==> src/rtl/count_down_especial.sv <==
// -----------------------------------------------------------------------------
// count_down_especial
//
// Programmable down-counter stepping by 1 or 2 per cycle. A start value is
// loaded in IDLE, counted down to zero in RUN, and a single-cycle DONE state
// flags completion. A sticky 'clipped' flag records that the final step was
// a step of 2 taken from a count of 1 (the counter saturates at 0 instead of
// wrapping).
//
// Ports:
//   clk       in   system clock, all state updates on the rising edge
//   rst       in   synchronous reset, active-high, overrides everything
//   load      in   load load_val into the counter (IDLE only)
//   load_val  in   [WIDTH-1:0] start value, unsigned
//   start     in   begin counting (IDLE only)
//   ctrl      in   step select in RUN: 1 -> step 2, 0 -> step 1
//   pause     in   hold count and state in RUN
//   count     out  [WIDTH-1:0] current counter value, registered
//   busy      out  high while in RUN
//   done      out  one-cycle pulse while in DONE
//   clipped   out  sticky: last step would have gone below zero
// -----------------------------------------------------------------------------
module count_down_especial #(
    parameter int WIDTH = 4
) (
    input  logic             clk,
    input  logic             rst,
    input  logic             load,
    input  logic [WIDTH-1:0] load_val,
    input  logic             start,
    input  logic             ctrl,
    input  logic             pause,
    output logic [WIDTH-1:0] count,
    output logic             busy,
    output logic             done,
    output logic             clipped
);

    typedef enum logic [1:0] {
        IDLE = 2'd0,
        RUN  = 2'd1,
        DONE = 2'd2
    } state_t;

    state_t           state;
    state_t           state_next;
    logic [WIDTH-1:0] count_next;
    logic             clipped_next;
    logic [WIDTH-1:0] step;
    logic [WIDTH-1:0] eff_count;

    // NOTE: state registers use non-blocking assignments so every flop
    // samples the pre-edge value of every other flop, independent of the
    // order in which the simulator evaluates processes.
    always_ff @(posedge clk) begin
        if (rst) begin
            state   <= IDLE;
            count   <= '0;
            clipped <= 1'b0;
        end else begin
            state   <= state_next;
            count   <= count_next;
            clipped <= clipped_next;
        end
    end

    always_comb begin
        // NOTE: every signal driven here gets a default first; any path that
        // left one unassigned would otherwise infer a latch.
        state_next   = state;
        count_next   = count;
        clipped_next = clipped;
        step         = ctrl ? WIDTH'(2) : WIDTH'(1);
        // A same-cycle load feeds the start decision directly.
        eff_count    = load ? load_val : count;

        case (state)
            IDLE: begin
                if (load) begin
                    count_next   = load_val;
                    clipped_next = 1'b0;
                end
                if (start) begin
                    state_next = (eff_count != '0) ? RUN : DONE;
                end
            end

            RUN: begin
                if (!pause) begin
                    if (count > step) begin
                        count_next = count - step;
                    end else begin
                        // Saturate at zero; a step of 2 from 1 is the only
                        // case where the step exceeds the remaining count.
                        count_next   = '0;
                        clipped_next = clipped | (count < step);
                        state_next   = DONE;
                    end
                end
            end

            DONE: begin
                state_next = IDLE;
            end

            default: begin
                state_next = IDLE;
                count_next = '0;
            end
        endcase
    end

    // Flags decoded from the state register only: no input-to-output paths.
    assign busy = (state == RUN);
    assign done = (state == DONE);

endmodule
==> config.mk <==
export PLATFORM = sky130hd
export DESIGN_NAME = count_down_especial
export DESIGN_NICKNAME = d
export VERILOG_FILES = /design/src/rtl/count_down_especial.sv
export SDC_FILE = /design/constraint.sdc
export NUM_CORES = 1
export LEC_CHECK = 0
export CORE_AREA = 2 2 39 41
export DETAILED_ROUTE_END_ITERATION = 8
export DIE_AREA = 0 0 41 43
export PLACE_DENSITY_LB_ADDON = 0.05
export SLEW_MARGIN = 25
export SYNTH_ARGS = -nofsm -noshare
export SYNTH_HDL_FRONTEND = slang
export SYNTH_SLANG_ARGS = --single-unit
==> constraint.sdc <==
create_clock -name clk -period 2.55 [get_ports clk]
set_clock_uncertainty 0.15 [all_clocks]
set_input_delay 0.6375 -clock clk [delete_from_list [all_inputs] [get_ports clk]]
set_output_delay 0.6375 -clock clk [all_outputs]
set_load 0.02 [all_outputs]
# Word level (Yosys, flattened, before mapping)
# Cells that the tools add are included.
totals:
  ff_bits: 7
  output_inout_bits: 7
classes:
  magnitude_cmp: 2
  n_mux: 14
  n_addsub: 1
  bitwise_logic: 2
  n_eq_ne: 6
  n_reduce_logical: 6
ops:
  columns: ["cell", "n"]
  rows:
  - ["$mux 4", 3]
  - ["$pmux 4 s3", 1]
  - ["$mux 2", 5]
  - ["$ne 2x2->1 const B", 4]
  - ["$gt 4x2->1", 1]
  - ["$lt 4x2->1", 1]
  - ["$pmux 2 s2", 1]
  - ["$reduce_and 4->1", 1]
  - ["$reduce_bool 4->1", 1]
  - ["$sub 4x2->4", 1]
  - ["$mux 1", 3]
  - ["$reduce_and 3->1", 1]
  - ["$eq 2x1->1 const B", 1]
  - ["$eq 2x2->1 const B", 1]
  - ["$logic_not 2->1", 1]
  - ["$pmux 1 s2", 1]
  - ["$reduce_and 2->1", 1]
  - ["$reduce_bool 2->1", 1]
  - ["$not 1->1", 1]
  - ["$or 1x1->1", 1]

# Longest topological paths before layout
depth:
  depth_word: 6
  mapped_depth: 7
  depth_no_buf: 7

# Worst setup path before layout
# Ideal clock, no wire load.
synth_path:
  kind: "input to register"
  startpoint: "in ctrl"
  endpoint: "reg count[0]"
  setup_slack_ns: 0.349
  required_ns: 2.314
  t_arrival_ns: 1.965
  stages: 6
  path_buffers: 0
  path_cell_list: "inv_1 > ha_1 > fa_1 > a21o_1 > a311o_1 > a221oi_2"
synth_via:
  elab_chain_cells: 5
synth_lines:
  columns: ["element", "line_no", "rtl"]
  rows:
  - ["from (decl)", "31", "input logic ctrl,"]
  - ["$mux 2 (*)", "73", "step = ctrl ? WIDTH'(2) : WIDTH'(1);"]
  - ["$sub 4x2->4 / $gt 4x2->1 (equally long branches)", "91, 90", null]
  - ["$mux 4 (*)", "90", "if (count > step) begin"]
  - ["$mux 4 (*)", "89", "if (!pause) begin"]
  - ["$pmux 4 s3 (*)", "77", "case (state)"]
  - ["to (signal assigned)", "62", "count <= count_next;"]
  - ["to (decl)", "33", "output logic [WIDTH-1:0] count,"]
# Mark *: on every way between the ends. The rest lies on a longest branch, timed or not. The select of a mux whose other input is x is not followed.
# A chain may end at the register's enable or synchronous reset.

# Worst setup path in the final report
layout_path:
  startpoint: "in ctrl"
  endpoint: "reg count[3]"
# The elaborated chain is that of the path after synthesis.

==> impl_metrics.ini <==
[clock_tree]
clockBufferDepth = 2
cts_tree = yes
clock_sinks = 7
postCtsSetupBuffers = 0
cts-root-buf = clkbuf_4
cts_hold_buffers = 0
numCtsBuffers = 3
clk_pin_slew_ps = 50
h-tree-depth = 1
clk_latency_ps = 250

[setup_path]
r2r-start = count[0]$_SDFFE_PP0P_
crit_required_ps = 2590
end_kind = flip-flop
cpPeakStageDelay_ps = 470
reg2reg_to = state[0]$_SDFFE_PP0P_
reg2reg_depth = 7
cp.arrival_ps = 2510
rrSetupSlack_ps = 550
path_max_fanout = 2
cp_slowest_cell = clkdlybuf4s50_1
cp-start-kind = input pin
crit_type = input pin to flip-flop
cp-startpoint = ctrl
worstPathCellList = clkdlybuf4s50_1, inv_1, buf_4, ha_1, nor2b_1, or4_1, a21oi_2, o221a_1

[power_and_ir_drop]
sw_frac_of_total_pct = 35.6
p_comb_share_pct = 46.6
seq_power_share_pct = 31.5
clockPowerShare_pct = 21.9
p_int_uw = 288
p_switching_uw = 159
ir_drop_v = 0.000314
p_per_area_nw_per_um2 = 545
power.leakage_nw = 0.318

[logic_synthesis]
ys_ff_latch = 7
synthFlopType = dfxtp_1
syn_area_um2 = 578
synthArstFlopShare_pct = 0
syn_nets = 86
syn_area_per_cell_um2 = 7.92
syn_inst = 73
synth_edf_count = 0
ys_seq_area_share_pct = 24.2
synthDistinctLibCells = 30
ys_warn_count = 0

[global_route]
grt_pass1_vias = 627
antenna_found_initial = 0
grt_overflow = 0
grt_max_degree = 14
grtUsageTotal_pct = 20.9
grt_pass1_wl_mm = 2.55

[hold_path]
holdPathStages = 2
min_to = count[0]$_SDFFE_PP0P_
hp-class = flip-flop to flip-flop
min_from = count[0]$_SDFFE_PP0P_

[final_layout]
drive_above_1_share_pct = 18.1
antennaDiodeCount = 0
area_growth_pct = 41.8
finalNonFillerCells = 110
nets = 108

[sta]
slew_headroom_pct = 67.9
post-route-period-util_pct = 96.8
period_needed_ps = 2470
worst_slew_pin_slew_ps = 477
slew_viol_final = 0
hold_violations = 0
setup_violations = 0
max_freq_mhz = 405
finalSetupTns_ps = 0

[floorplanning]
die_y_um = 43
coreArea_um2 = 1380
std_cell_rows = 14
pin_count = 17
initial_utilization_pct = 41.8
dieArea_um2 = 1760
die_w_um = 41

[route]
via_count = 608
dr.first_iter.drc_count = 11
ant_nets = 0
drc = 0
first_pass_iters = 4
routed_via_density = 5.53
wl_mm = 1.47
avgRoutedWirePerCell_um = 13.3

[placed_design]
io_buffers = 16
gp_congestion = 0.838
detailed_place_hpwl_mm = 1.13
dp_cells = 106

[status]
outcome = completed

[run]
cap_violations = 0
state kept, by name (all words and copies together), names as in the netlist:
signal   cells
state        2
count        4
clipped      1
worst max-delay path by stage:
stage                                 end  slack (ps)  cells past startpoint
finish              count[3]$_SDFFE_PP0P_          80                      8
global route        count[3]$_SDFFE_PP0P_          -2                      8
CTS                 state[0]$_SDFFE_PP0P_          10                      8
detailed placement  state[0]$_SDFFE_PP0P_        -210                      8
global placement    count[0]$_SDFFE_PP0P_        -150                      7
floorplan           count[0]$_SDFFE_PP0P_         350                      6
Yosys cell counts (2+ instances only):
cell type	count	area share, %
a21o_1	2	2.6
a21oi_1	9	7.8
a22o_1	2	3.0
a32oi_1	3	4.5
buf_2	2	1.7
clkbuf_1	2	1.3
dfxtp_1	7	24
ha_1	2	4.3
inv_1	7	4.5
nand2_1	4	2.6
nor2_1	7	4.5
nor2b_1	3	3.2
nor3_1	3	2.6
o221a_2	2	3.9
o2bb2ai_1	2	3.0
o31ai_1	2	2.6
power groups by stage:
stage	logic, mW	registers, mW	clock network, mW
2_1_floorplan	0.123	0.145	0
3_3_place_gp	0.199	0.142	0
3_5_place_dp	0.200	0.143	0
4_1_cts	0.203	0.141	0.102
5_1_grt	0.230	0.143	0.111
6_report	0.208	0.141	0.0981
layer usage:
layer	routed length (um)	global-route usage, %	up-vias
met3	71	9.95	0
li1	-	-	315
met5	0	0	-
met4	0	2.67	0
met1	621	25.6	273
met2	776	33.1	20
per-stage QoR:
step	util [%]	area (um2)	power, mW	hold slack [ps]	worst slack [ps]
after floorplan	-	578	0.269	401	349
after global placement	56.1	777	0.341	356	-154
after detailed placement	56.1	777	0.343	367	-214
after CTS	58.5	810	0.446	378	12.1
after global routing	59.2	820	0.485	412	-1.59
final	59.2	820	0.447	369	82.3
kinds of logic (layout without fill, tap and decap cells):
| family | after synthesis | count (layout) | synth area share (%) |
|---|---|---|---|
| flip-flops | 7 | 7 | 24.2 |
| AO/OA/AOI/OAI | 29 | 29 | 39.4 |
| buffers and inverters | 13 | 34 | 10.4 |
| XOR/XNOR | 1 | 1 | 1.52 |
| AND/OR/NAND/NOR | 20 | 20 | 16.7 |
| adder cells (fa/ha/maj) | 3 | 3 | 7.79 |
area by class of cell:
class	count	area (um2)
clock buffers	4	26.3
flip-flops and latches	7	140
fillers	136	564
inverters	7	26.3
well taps	16	20.0
multi-input cells	53	394
repair buffers	23	213
worst max-delay path: cells and delay by family:
family,cells,cell delay [ps]
buffers and inverters,3,650
AND/OR/NAND/NOR,2,570
AO/OA/AOI/OAI,2,330
adder cells (fa/ha/maj),1,310
cell usage in the layout, fill, tap and decap left out, drive strengths merged, types with 3 or more instances in the layout:
cell and instances:
a21oi 9, nand2 4, clkdlybuf4s50 16, clkbuf 4
nor2b 3, dfxtp 7, a32oi 3, inv 7
buf 7, nor2 7, nor3 3, o221a 3
timing repair:
action | 4_1_cts | 5_1_grt
endpoints found under the setup margin | 1 | 4
cloned | 0 | 0
resized for setup | 1 | 3
hold endpoints to repair | 0 | 0
pin swaps | 0 | 1
Note: power is estimated with default switching activity, not from simulation.
